**config.mk**
```make
export PLATFORM = sky130hd
export DESIGN_NAME = cam_frame_writer
export DESIGN_NICKNAME = d
export VERILOG_FILES = /design/src/rtl/cam_frame_writer.sv
export SDC_FILE = /design/constraint.sdc
export NUM_CORES = 1
export LEC_CHECK = 0
export CAP_MARGIN = 10
export CORE_UTILIZATION = 55
export CTS_CLUSTER_SIZE = 8
export DETAILED_ROUTE_END_ITERATION = 7
export GPL_TIMING_DRIVEN = 1
export PLACE_DENSITY = 0.83
export SLEW_MARGIN = 15
export SYNTH_ARGS = -nofsm -noshare
export SYNTH_HDL_FRONTEND = slang
export SYNTH_SLANG_ARGS = --single-unit
```
**constraint.sdc**
```tcl
create_clock -name clk -period 3.3 [get_ports clk]
set_input_delay 0.66 -clock clk [delete_from_list [all_inputs] [get_ports clk]]
set_output_delay 0.66 -clock clk [all_outputs]
set_load 0.05 [all_outputs]
```
**src/rtl/cam_frame_writer.sv**
```systemverilog
// Camera capture front end: packs OV7670-style byte pairs into RGB565 pixels and
// writes one IMG_W x IMG_H frame per start request into the frame-buffer write port.
module cam_frame_writer #(
    parameter int IMG_W = 160,
    parameter int IMG_H = 120,
    parameter int AW    = 15,
    parameter int DW    = 16
) (
    input  logic          clk,
    input  logic          rst,
    input  logic          start,
    input  logic          cam_vsync,
    input  logic          cam_href,
    input  logic          cam_byte_valid,
    input  logic [7:0]    cam_data,
    output logic [AW-1:0] addr_in,
    output logic [DW-1:0] data_in,
    output logic          regwrite,
    output logic          busy,
    output logic          frame_done,
    output logic [AW:0]   pix_count
);

    localparam int CW = $clog2(IMG_W + 1);
    localparam int LW = $clog2(IMG_H + 1);
    localparam logic [CW-1:0] COL_MAX   = CW'(IMG_W);
    localparam logic [LW-1:0] LINE_MAX  = LW'(IMG_H);
    localparam logic [AW-1:0] LAST_ADDR = AW'(IMG_W * IMG_H - 1);

    typedef enum logic [2:0] {
        IDLE,
        WAIT_VS_HI,
        WAIT_VS_LO,
        CAPTURE,
        DONE
    } state_t;

    state_t        state, state_next;
    logic          phase;
    logic [7:0]    hi_byte;
    logic [CW-1:0] col;
    logic [LW-1:0] line;
    logic          href_d;
    logic          start_ok;
    logic          frame_end;
    logic          byte_ok;
    logic          href_fall;
    logic          pixel_ok;

    always_comb begin
        state_next = state;
        start_ok   = 1'b0;
        frame_end  = 1'b0;
        busy       = 1'b0;
        frame_done = 1'b0;
        case (state)
            IDLE: begin
                if (start) begin
                    state_next = WAIT_VS_HI;
                    start_ok   = 1'b1;
                end
            end
            WAIT_VS_HI: begin
                busy = 1'b1;
                if (cam_vsync) state_next = WAIT_VS_LO;
            end
            WAIT_VS_LO: begin
                busy = 1'b1;
                if (!cam_vsync) state_next = CAPTURE;
            end
            CAPTURE: begin
                busy = 1'b1;
                // vsync high inside CAPTURE can only be a rising edge: truncated frame
                if (cam_vsync || line == LINE_MAX) begin
                    frame_end  = 1'b1;
                    state_next = DONE;
                end
            end
            DONE: begin
                frame_done = 1'b1;
                state_next = IDLE;
            end
            default: state_next = IDLE;
        endcase
    end

    // Bytes and line ends are only honoured while the frame is still open, so a
    // write pulse can only ever land in a CAPTURE cycle.
    assign byte_ok   = (state == CAPTURE) && !frame_end && cam_href && cam_byte_valid;
    assign href_fall = (state == CAPTURE) && !frame_end && href_d && !cam_href;
    assign pixel_ok  = byte_ok && phase && (col < COL_MAX) && (line < LINE_MAX);

    always_ff @(posedge clk) begin
        if (rst) begin
            state     <= IDLE;
            addr_in   <= '0;
            data_in   <= '0;
            regwrite  <= 1'b0;
            pix_count <= '0;
            phase     <= 1'b0;
            hi_byte   <= '0;
            col       <= '0;
            line      <= '0;
            href_d    <= 1'b0;
        end else begin
            state    <= state_next;
            href_d   <= cam_href;
            regwrite <= pixel_ok;
            if (pixel_ok) data_in <= DW'({hi_byte, cam_data});

            // Address/count advance in the cycle after the pulse; address clamps at the last cell.
            if (start_ok) begin
                addr_in   <= '0;
                pix_count <= '0;
                phase     <= 1'b0;
                col       <= '0;
                line      <= '0;
            end else if (regwrite) begin
                pix_count <= pix_count + (AW + 1)'(1);
                if (addr_in != LAST_ADDR) addr_in <= addr_in + AW'(1);
            end

            if (byte_ok) begin
                if (!phase) begin
                    hi_byte <= cam_data;
                    phase   <= 1'b1;
                end else begin
                    phase <= 1'b0;
                    if (col < COL_MAX) col <= col + CW'(1);
                end
            end else if (href_fall) begin
                if (col != '0) line <= line + LW'(1);
                col   <= '0;
                phase <= 1'b0;
            end
        end
    end

endmodule
```
# ---- Word level (Yosys, flattened, before mapping)
# Cells that the tools add are included.
dict set report word_totals {
  reg_bits 76
  input_bits 14
  out_inout_bits 50
  word_cells 70
}
dict set report op_classes {
  addsub 4
  order_cmp 2
  n_eq_ne 10
  muxes 24
  bitwise 1
  n_reduce_logical 19
}
# cell count
set ops {}
lappend ops {{$mux W8} 5}
lappend ops {{$mux W7} 4}
lappend ops {{$add A16 B1 Y16 const B} 1}
lappend ops {{$add A15 B1 Y15 const B} 1}
lappend ops {{$ne A15 B15 Y1 const B} 1}
lappend ops {{$mux W3} 4}
lappend ops {{$pmux W3 S4} 1}
lappend ops {{$mux W1} 10}
lappend ops {{$add A8 B1 Y8 const B} 1}
lappend ops {{$logic_and A1 B1 Y1} 8}
lappend ops {{$lt A8 B8 Y1 const B} 1}
lappend ops {{$ne A2 B2 Y1 const B} 4}
lappend ops {{$reduce_bool A8 Y1} 1}
lappend ops {{$add A7 B1 Y7 const B} 1}
lappend ops {{$eq A7 B7 Y1 const B} 1}
lappend ops {{$lt A7 B7 Y1 const B} 1}
lappend ops {{$eq A3 B2 Y1 const B} 2}
lappend ops {{$reduce_and A2 Y1} 2}
lappend ops {{$reduce_and A4 Y1} 1}
lappend ops {{$eq A3 B1 Y1 const B} 1}
lappend ops {{$eq A3 B3 Y1 const B} 1}
lappend ops {{$logic_not A3 Y1} 1}
lappend ops {{$reduce_bool A3 Y1} 1}
lappend ops {{$reduce_or A3 Y1} 1}
lappend ops {{4 further kinds} 5}

# ---- Depth between registers and ports, before layout
# Gate-level depths: netlist of the first run.
dict set report logic_depth {
  ltp_word 11
  depth_mapped 8
  mapped_depth_nobuf 7
}

# ---- Worst setup path before layout of the first run
# Ideal clock, no wire load.
dict set report synth_path {
  path_kind {register -> register}
  start {register pix_count[0]}
  end {register pix_count[14]}
  setup_ns 0.070
  arrival_time_ns 2.079
  required_time_ns 3.230
  setup_slack_ns 1.152
  path_stages_with_launch 6
  period_less_slack_ns 2.148
  cell_sequence {dfxtp_1 > ha_1 > nand2_1 > or4_1 > or3_1 > a21oi_1}
}
dict set report synth_via {
  elab_chain_len 1
}
# item line
set synth_lines {}
lappend synth_lines {{from (decl)} 21} ;# output logic [AW:0] pix_count
lappend synth_lines {{from (signal assigned)} 119} ;# pix_count <= pix_count + (AW + 1)'(1);
lappend synth_lines {{$add A16 B1 Y16} 119}
# Every way passes these cells.
# A chain may end at the register's enable or synchronous reset.

# ---- Worst setup path in the final report of the first run
dict set report layout_path {
  start {register state[1]}
  end {output port busy}
}
dict set report layout_via {
  elab_chain_len 3
}
# item line
set layout_lines {}
lappend layout_lines {{from (decl)} 38} ;# state_t state, state_next;
lappend layout_lines {{from (signal assigned)} 106} ;# state <= state_next;
lappend layout_lines {{$eq A3 B2 Y1 or $eq A3 B1 Y1 (tied branches)} 56} ;# case (state)
lappend layout_lines {{$reduce_or A3 Y1 (no line) *} n/a}
lappend layout_lines {{$mux W1 *} 56}
lappend layout_lines {{to (decl)} 19} ;# output logic busy,
# Mark *: on every way between the ends. The rest lies on a longest branch, timed or not.

==> results.json, run 1 <==
{
  "outcome": "finished, final reports clean",
  "design.die.area_mm2": 0.00665,
  "drive_gt1_share_pct": 8.33,
  "row_count": 28,
  "yosysSeqAreaShare_pct": 43.7,
  "min_period_over_period_pct": 75.9,
  "hold_viol_final": 0,
  "design.core.area_mm2": 0.00603,
  "critical_path_peak_fanout": 10,
  "timing.reg2reg.setup_slack_ps": 1150,
  "p_leak_uw": 0.00143,
  "fin_skew_ps": 4.52,
  "avgRoutedWirePerCell_um": 13.7,
  "crit_path_cell_trace": "nor2_1 > nor2_1 > clkdlybuf4s50_1",
  "max_freq_mhz": 399,
  "total_of_endpoints_with_negative_setup_slack_in_the_final_report": 0,
  "synthDistinctLibCells": 57,
  "antenna_left": 0,
  "vias_per_cell": 5.66,
  "gp_congestion": 0.891,
  "starting_density_of_the_core_pct": 57.7,
  "crit_path_max_incr_delay_ps": 810,
  "slew_violations": 0,
  "startpoint_type": "flip-flop",
  "synth_ff_type": "dfxtp_1",
  "detailedRoute.firstIterationViolations": 173,
  "antenna_cells_inserted": 0,
  "synth.avg_cell_area_um2": 8.70,
  "async_reset_ff_share_pct": 0,
  "cp-end-kind": "output pin",
  "ctsHoldBuffers": 0,
  "detail_route.wirelength_um": 7460,
  "dr_total_vias": 3075,
  "clk_pin_slew_ps": 80,
  "grt.total_usage_pct": 24.0,
  "cpMaxStageDelayCell": "clkdlybuf4s50_1",
  "max-cap-violations": 0,
  "worst_r2r_endpoint": "line[4]",
  "worst-slew-pin-transition_ps": 580,
  "synth-edff-count": 0,
  "io_buffer_count": 63,
  "die-height_um": 81.5,
  "cts.sinks": 76,
  "worst_hold_path.endpoint": "hi_byte[5]",
  "postSynthCellCount": 400,
  "synth.net_count": 420,
  "io-pin-count": 64,
  "antenna_found_initial": 0,
  "ys.warnings.count": 0,
  "ys_seq_elements": 76,
  "fin_total_pwr_uw": 1810,
  "dp_hpwl_um": 5110,
  "regToRegStartpoint": "state[1]",
  "first_pass_grt_wire_length_um": 12200,
  "final_stage_net_count": 483,
  "timing.slew.headroom_pct": 61.1,
  "chipWidth_um": 81.5,
  "drc_errors": 0,
  "hold_crit_depth": 2,
  "pwr_density_cell_mw_per_mm2": 411,
  "cts_root_buffer": "clkbuf_8",
  "netlist_area_mm2": 0.00348,
  "grt_overflow_total": 0,
  "cp_common_cell": "nor2_1",
  "vdd.ir_drop.worst_uv": 303,
  "grt_start_max_net_pins": 46,
  "firstDrtPassIters": 4,
  "finalWorstPathRequiredPeriod_ps": 2500,
  "post-cts-setup-buffers": 0,
  "fin_tns_setup_ps": 0,
  "rr_worst_depth": 5,
  "setup.worst_path.class": "flip-flop to output pin",
  "grt_setup_unrepaired": "no",
  "timing.critical_path.arrival_ps": 1840,
  "clock_tree.buffer_depth": 2,
  "area.growth.synth_to_final_pct": 26.5,
  "worstSkewPairLatency_ps": 350,
  "postCtsResizedCells": 0,
  "tritoncts_clock_tree": "done",
  "hp-class": "flip-flop to flip-flop",
  "cts_buffers": 9,
  "grt_pass1_vias": 2748,
  "cp.required_ps": 2640,
  "min_from": "hi_byte[5]",
  "htree_depth": 3
}
[final cells by class]
class | count | area (µm²)
clock buffer | 11 | 141
sequential | 76 | 1520
timing repair buffer | 70 | 683
fill | 472 | 1620
clock inverter | 5 | 83.8
tap | 75 | 93.8
multi-input combinational | 300 | 1860
inverter | 6 | 22.5
[cell usage after synthesis, types with 2 or more instances]
library cell	n	area, µm²
xor2_1	10	87.6
mux2i_1	17	170
or4_1	3	22.5
o211ai_1	4	30.0
clkbuf_1	10	37.5
inv_1	6	22.5
nor4_1	3	18.8
and4_1	2	17.5
a21oi_1	31	155
ha_1	6	75.1
nand4_1	7	43.8
a31oi_1	3	18.8
nor3_1	8	40.0
dfxtp_1	76	1520
o21ai_0	12	60.1
a211oi_2	3	37.5
nor2_1	52	195
or3_1	7	43.8
xnor2_1	9	78.8
and2_1	6	37.5
and3_1	3	18.8
buf_2	5	25.0
nor4b_1	4	35.0
mux2_2	3	33.8
o31ai_1	3	22.5
nand2_1	52	195
a211oi_1	2	15.0
a31o_2	2	17.5
nor2b_1	4	25.0
nand3_1	17	85.1
a22oi_1	2	15.0
nand2b_1	3	18.8
[registers in the layout, indices dropped and copies added (netlist names), 3 cells and up]
register   count
hi_byte        8
addr_in       15
data_in       16
pix_count     16
col            8
state          3
line           7
[through the flow]
| step | instance area, µm² | hold slack, ps | std cells | util (%) | worst slack (ps) |
|---|---|---|---|---|---|
| after global routing | 4400 | 488 | 543 | 73.0 | 687 |
| after detailed placement | 4180 | 450 | 527 | 69.3 | 492 |
| after CTS | 4400 | 461 | 543 | 73.0 | 788 |
| after floorplan | 3480 | 436 | 400 | - | 1150 |
| final | 4400 | 457 | 543 | 73.0 | 796 |
| after global placement | 4180 | 443 | 527 | 69.3 | 564 |
[worst max path at each step]
stage / endpoint / from / cells after the start
2_1_floorplan: pix_count[14] / pix_count[0] / 5
3_3_place_gp: line[4] / cam_vsync / 6
3_5_place_dp: line[4] / cam_vsync / 6
4_1_cts: busy / state[1] / 3
5_1_grt: busy / state[1] / 3
6_report: busy / state[1] / 3
[cell usage in the layout, fill, tap and decap left out, drive strengths merged, types with 4 or more instances in the layout]
cell | synthesis | layout
dfxtp | 76 | 76
clkdlybuf4s50 | 0 | 63
nor2 | 52 | 52
nand2 | 52 | 52
a21oi | 31 | 31
mux2i | 17 | 17
nand3 | 17 | 17
o21ai | 13 | 13
clkbuf | 10 | 11
xor2 | 10 | 10
xnor2 | 9 | 9
nor3 | 9 | 9
nand4 | 7 | 7
or3 | 7 | 7
buf | 8 | 7
inv | 6 | 7
and2 | 7 | 7
ha | 6 | 6
nor4b | 6 | 6
a211oi | 6 | 6
nor2b | 4 | 4
o211ai | 4 | 4
nand2b | 4 | 4
or4 | 4 | 4
[worst max-delay path: cells and delay by family, from the launching register on]
kind                   cells  cell delay [ps]
buffers and inverters      1              810
flip-flops                 1              510
AND/OR/NAND/NOR            2              170
[per-layer routing]
metal  routed length [µm]  track usage [%]
met4                  151             12.5
met3                  502             5.22
met1                 3320             28.8
met5                    0                0
met2                 3480             40.0
[report_power, final]
| part | switching (µW) | internal, µW |
|---|---|---|
| logic | 50.9 | 33.6 |
| registers | 5.56 | 919 |
| clock network | 351 | 449 |
[logic make-up after synthesis]
family | after synthesis | synth area share, %
compound gates | 73 | 13.9
buf+inv | 24 | 3.09
mux | 20 | 5.86
fa+ha+maj | 6 | 2.16
flops | 76 | 43.7
xor+xnor | 19 | 4.78
simple gates | 182 | 26.5
Note: power is estimated with default switching activity, not from simulation.
==> run 2, diff against run 1 <==
--- a/config.mk
+++ b/config.mk
@@ -6,11 +6,11 @@
 export NUM_CORES = 1
 export LEC_CHECK = 0
 export CAP_MARGIN = 10
-export CORE_UTILIZATION = 55
+export CORE_UTILIZATION = 47
 export CTS_CLUSTER_SIZE = 8
 export DETAILED_ROUTE_END_ITERATION = 7
 export GPL_TIMING_DRIVEN = 1
-export PLACE_DENSITY = 0.83
+export PLACE_DENSITY = 0.76
 export SLEW_MARGIN = 15
 export SYNTH_ARGS = -nofsm -noshare
 export SYNTH_HDL_FRONTEND = slang
==> constraint.sdc (replaced) <==
create_clock -name clk -period 2.1 [get_ports clk]
set_input_delay 0.42 -clock clk [delete_from_list [all_inputs] [get_ports clk]]
set_output_delay 0.42 -clock clk [all_outputs]
set_load 0.05 [all_outputs]
==> results.json, run 2 (synthesized netlist as in run 1, its figures left out) <==
{
  "p_leak_uw": 0.00161,
  "place_area_mm2": 0.00440,
  "fin_skew_ps": 7.68,
  "cp-end-kind": "output pin",
  "max-cap-violations": 0,
  "first_pass_grt_wire_length_um": 12600,
  "drive_gt1_share_pct": 13.8,
  "multi_input_area_mm2": 0.00186,
  "layout.filler_cells": 614,
  "cell_depth_of_the_worst_setup_path": 1,
  "io_buffer_count": 63,
  "antenna_left": 0,
  "clock_tree.buffer_depth": 2,
  "vdd.ir_drop.worst_uv": 460,
  "design.core.area_mm2": 0.00698,
  "io-pin-count": 64,
  "timing.slew.headroom_pct": 63.1,
  "timing.critical_path.arrival_ps": 1620,
  "max_freq_mhz": 490,
  "antenna_cells_inserted": 0,
  "total_of_endpoints_with_negative_setup_slack_in_the_final_report": 0,
  "cts.sinks": 76,
  "dp_hpwl_um": 5480,
  "startpoint_type": "flip-flop",
  "grt_setup_unrepaired": "no",
  "detailedRoute.firstIterationViolations": 112,
  "min_period_over_period_pct": 97.1,
  "fin_total_pwr_uw": 2890,
  "firstDrtPassIters": 4,
  "worstSkewPairLatency_ps": 350,
  "hp-class": "flip-flop to flip-flop",
  "cts_root_buffer": "clkbuf_8",
  "die-height_um": 88.0,
  "grt_start_max_net_pins": 30,
  "highest_layer": "met4",
  "cp_top_family": "buffers and inverters",
  "cpMaxStageDelayCell": "clkdlybuf4s50_1",
  "layout.cells.most_common": "dfxtp_1",
  "fraction_of_the_core_area_covered_by_cells_at_the_end_of_the_flow_pct": 66.3,
  "met2_length_um": 3680,
  "slew_violations": 0,
  "tritoncts_clock_tree": "done",
  "timing.critical_path.buf_inv": 1,
  "registers_with_the_highest_flip_flop_counts": "data_in: 16 flops, pix_count: 16 flops, addr_in: 15 flops",
  "finalWorstPathRequiredPeriod_ps": 2040,
  "row_count": 30,
  "cts_buffers": 9,
  "design.die.area_mm2": 0.00775,
  "most-common-layout-cells": "74 x dfxtp_1, 58 x clkdlybuf4s50_1, 52 x nor2_1, 52 x nand2_1",
  "chipWidth_um": 88.0,
  "clk_pin_slew_ps": 80,
  "hold_viol_final": 0,
  "gp_congestion": 0.819,
  "htree_depth": 3,
  "detailroute.wirelength.met3_um": 401,
  "starting_density_of_the_core_pct": 49.8,
  "crit_path_cell_trace": "clkdlybuf4s50_1",
  "rr_worst_depth": 8,
  "post-cts-setup-buffers": 0,
  "antenna_found_initial": 0,
  "worst-slew-pin-transition_ps": 552,
  "avgRoutedWirePerCell_um": 13.2,
  "drt-met1-wl_um": 3490,
  "drc_errors": 0,
  "grt.total_usage_pct": 20.9,
  "grt_pass1_vias": 2885,
  "crit_path_max_incr_delay_ps": 850,
  "post-route-cell-area_mm2": 0.00463,
  "vias_per_cell": 5.40,
  "detail_route.wirelength_um": 7730,
  "grt_overflow_total": 0,
  "setup.worst_path.class": "flip-flop to output pin",
  "hold_crit_depth": 2,
  "outcome": "finished, final reports clean",
  "cp.required_ps": 1680,
  "dr_total_vias": 3169,
  "final_stage_net_count": 506,
  "sequential_cell_area_mm2": 0.00152,
  "critical_path_peak_fanout": 6,
  "pwr_density_cell_mw_per_mm2": 623,
  "area.growth.synth_to_final_pct": 33.2
}
==> run 2: cell count changes in the layout (fill, tap and decap cells not counted), moves of 2 or more <==
| cell | before | now |
|---|---|---|
| dlymetal6s2s_1 | 0 | 2 |
| clkdlybuf4s50_1 | 63 | 58 |
| buf_12 | 0 | 2 |
| dfxtp_2 | 0 | 2 |
| dfxtp_1 | 76 | 74 |
| buf_4 | 7 | 31 |
==> run 2: tightest hold or removal path, stage by stage (launching register included) <==
cell	delay (ps)
dfxtp_1	320
nand2_1	50
a21oi_1	50
==> run 2: path summary, 6_finish.rpt <==
path,start,to,slack (ps)
min reg2reg,hi_byte[2],hi_byte[2],460
max reg2reg,line[0],line[6],170
max,pix_count[2],pix_count[2],60
min,hi_byte[2],hi_byte[2],460
==> run 2: stage by stage <==
| step | setup TNS (ps) | setup slack [ps] | hold WS, ps | instances |
|---|---|---|---|---|
| CTS | 0 | 29.2 | 461 | 587 |
| floorplan | 0 | 122 | 436 | 400 |
| global route | 0 | 6.91 | 483 | 587 |
| finish | 0 | 60.9 | 460 | 587 |
| global placement | -1610 | -76.9 | 442 | 571 |
| detailed placement | -2060 | -110 | 448 | 571 |
==> run 2: area by class of cell <==
cell class	instances	area share (%)
Sequential cell	76	32.9
Clock inverter	6	2.03
Inverter	6	0.486
Tap cell	96	2.59
Multi-Input combinational cell	300	40.1
Timing Repair Buffer	93	19.0
Clock buffer	10	2.97
==> run 2: where the power goes <==
part           total, µW  internal [µW]  switching (µW)  leakage [µW]
registers           1450           1440            8.50      0.000614
logic                152           66.9            84.6      0.000880
clock network       1280            712             570      0.000113
total               2890           2220             663       0.00161
==> run 2: routing by layer <==
metal,GRT usage (%),up-vias
met5,0,-
met4,9.82,0
met3,4.52,17
met2,35.3,82
met1,25.2,1491
li1,-,1579
==> run 2: timing repair <==
action,4_1_cts,5_1_grt
hold buffers,0,0
setup endpoints to repair,0,3
resized for setup,0,3
==> run 3, diff against run 2 <==
--- a/config.mk
+++ b/config.mk
@@ -6,12 +6,12 @@
 export NUM_CORES = 1
 export LEC_CHECK = 0
 export CAP_MARGIN = 10
-export CORE_UTILIZATION = 47
+export CORE_UTILIZATION = 52
 export CTS_CLUSTER_SIZE = 8
 export DETAILED_ROUTE_END_ITERATION = 7
 export GPL_TIMING_DRIVEN = 1
-export PLACE_DENSITY = 0.76
-export SLEW_MARGIN = 15
+export PLACE_DENSITY = 0.79
+export SLEW_MARGIN = 20
 export SYNTH_ARGS = -nofsm -noshare
 export SYNTH_HDL_FRONTEND = slang
 export SYNTH_SLANG_ARGS = --single-unit
==> constraint.sdc (replaced) <==
create_clock -name clk -period 2.3 [get_ports clk]
set_input_delay 0.46 -clock clk [delete_from_list [all_inputs] [get_ports clk]]
set_output_delay 0.46 -clock clk [all_outputs]
set_load 0.05 [all_outputs]
==> results.json, run 3 (synthesized netlist as in run 1, its figures left out) <==
{
  "grt_overflow_total": 0,
  "most-common-layout-cells": "76 x dfxtp_1, 61 x clkdlybuf4s50_1, 52 x nor2_1, 52 x nand2_1, 31 x a21oi_1",
  "dr_total_vias": 3109,
  "max-cap-violations": 0,
  "layout.cells.most_common": "dfxtp_1",
  "starting_density_of_the_core_pct": 54.5,
  "grt_setup_unrepaired": "no",
  "registers_with_the_highest_flip_flop_counts": "data_in: 16 flops, pix_count: 16 flops, addr_in: 15 flops",
  "design.die.area_mm2": 0.00702,
  "max_freq_mhz": 476,
  "clock_tree.buffer_depth": 2,
  "antenna_left": 0,
  "cts_buffers": 9,
  "worst-slew-pin-transition_ps": 612,
  "total_of_endpoints_with_negative_setup_slack_in_the_final_report": 0,
  "post-cts-setup-buffers": 0,
  "grt.total_usage_pct": 22.5,
  "drive_gt1_share_pct": 10.8,
  "hp-class": "flip-flop to flip-flop",
  "tritoncts_clock_tree": "done",
  "htree_depth": 3,
  "worstSkewPairLatency_ps": 350,
  "io_buffer_count": 63,
  "startpoint_type": "flip-flop",
  "fin_skew_ps": 8.05,
  "grt_pass1_vias": 2950,
  "min_period_over_period_pct": 91.3,
  "vdd.ir_drop.worst_uv": 403,
  "first_pass_grt_wire_length_um": 13000,
  "timing.final.ws_setup_ps": 200,
  "detailedRoute.firstIterationViolations": 137,
  "area.growth.synth_to_final_pct": 28.8,
  "gp_congestion": 0.819,
  "avgRoutedWirePerCell_um": 13.5,
  "fin_total_pwr_uw": 2460,
  "cts.sinks": 76,
  "detail_route.wirelength_um": 7540,
  "slew_violations": 0,
  "io-pin-count": 64,
  "cp-end-kind": "output pin",
  "pwr_density_cell_mw_per_mm2": 550,
  "setup.worst_path.class": "flip-flop to output pin",
  "cp_top_family": "buffers and inverters",
  "timing.critical_path.buf_inv": 1,
  "timing.critical_path.arrival_ps": 1640,
  "dp_hpwl_um": 5330,
  "row_count": 29,
  "cts_root_buffer": "clkbuf_8",
  "die-height_um": 83.8,
  "layout.filler_cells": 547,
  "antenna_cells_inserted": 0,
  "design.core.area_mm2": 0.00639,
  "cp.required_ps": 1840,
  "final_cell_count_no_fill": 558,
  "final_stage_net_count": 496,
  "firstDrtPassIters": 4,
  "p_leak_uw": 0.00151,
  "post-place-ws_ps": -4.45,
  "finalWorstPathRequiredPeriod_ps": 2100,
  "timing.slew.headroom_pct": 58.8,
  "fraction_of_the_core_area_covered_by_cells_at_the_end_of_the_flow_pct": 70.2,
  "vias_per_cell": 5.57,
  "crit_path_max_incr_delay_ps": 840,
  "cpMaxStageDelayCell": "clkdlybuf4s50_1",
  "drc_errors": 0,
  "hold_viol_final": 0,
  "crit_path_cell_trace": "clkdlybuf4s50_1",
  "antenna_found_initial": 0,
  "critical_path_peak_fanout": 7,
  "chipWidth_um": 83.8,
  "numPlacedInstances": 542,
  "outcome": "finished, final reports clean",
  "grt_start_max_net_pins": 46,
  "clk_pin_slew_ps": 80
}
## run 3: final cells by class
cell class | count | area (µm²) | area share [%]
Clock inverter | 6 | 63.8 | 1.42
Sequential cell | 76 | 1520 | 33.9
Timing Repair Buffer | 83 | 795 | 17.7
Clock buffer | 10 | 128 | 2.85
Multi-Input combinational cell | 300 | 1860 | 41.4
Inverter | 6 | 22.5 | 0.503
Tap cell | 77 | 96.3 | 2.15
## run 3: report_power, final
group          leakage, µW  total [µW]  switching [µW]  internal (µW)
Clock            0.0000927        1000             499            501
Combinational     0.000806         136            77.5           58.3
Sequential        0.000612        1330            8.15           1320
Total              0.00151        2460             585           1880
## run 3: path summary, 6_finish.rpt
| kind | start | to | cells after the start | slack [ps] |
|---|---|---|---|---|
| worst max-delay path | addr_in[9] | addr_in[9] | 1 | 200 |
| worst min-delay path | hi_byte[2] | hi_byte[2] | 2 | 460 |
| worst max register to register | line[0] | col[5] | 7 | 240 |
| worst min register to register | hi_byte[2] | hi_byte[2] | 2 | 460 |
## run 3: metrics by stage
step	hold slack [ps]	cell area (µm²)	TNS, ps
3_5_place_dp	448	4290	-4.45
6_report	455	4480	0
5_1_grt	478	4480	0
4_1_cts	460	4480	0
2_1_floorplan	436	3480	0
3_3_place_gp	442	4290	0
## run 3: worst min-delay path: cells and delay by family, from the launching register on
kind	cells	cell delay (ps)
DFF	1	320
AOI/OAI and AO/OA	1	50
and+or+nand+nor	1	50
## run 3: layer usage
| metal | up-vias | track usage [%] | wire length (µm) |
|---|---|---|---|
| li1 | 1566 | - | - |
| met1 | 1454 | 27.5 | 3520 |
| met2 | 75 | 38.1 | 3560 |
| met3 | 14 | 4.35 | 338 |
| met4 | 0 | 10.3 | 117 |
| met5 | - | 0 | 0 |
## run 3: what timing repair did
action,CTS,global route
endpoints found under the hold margin,0,0
hold buffers,0,0
endpoints found under the setup margin,1,1
gates resized for setup,1,1
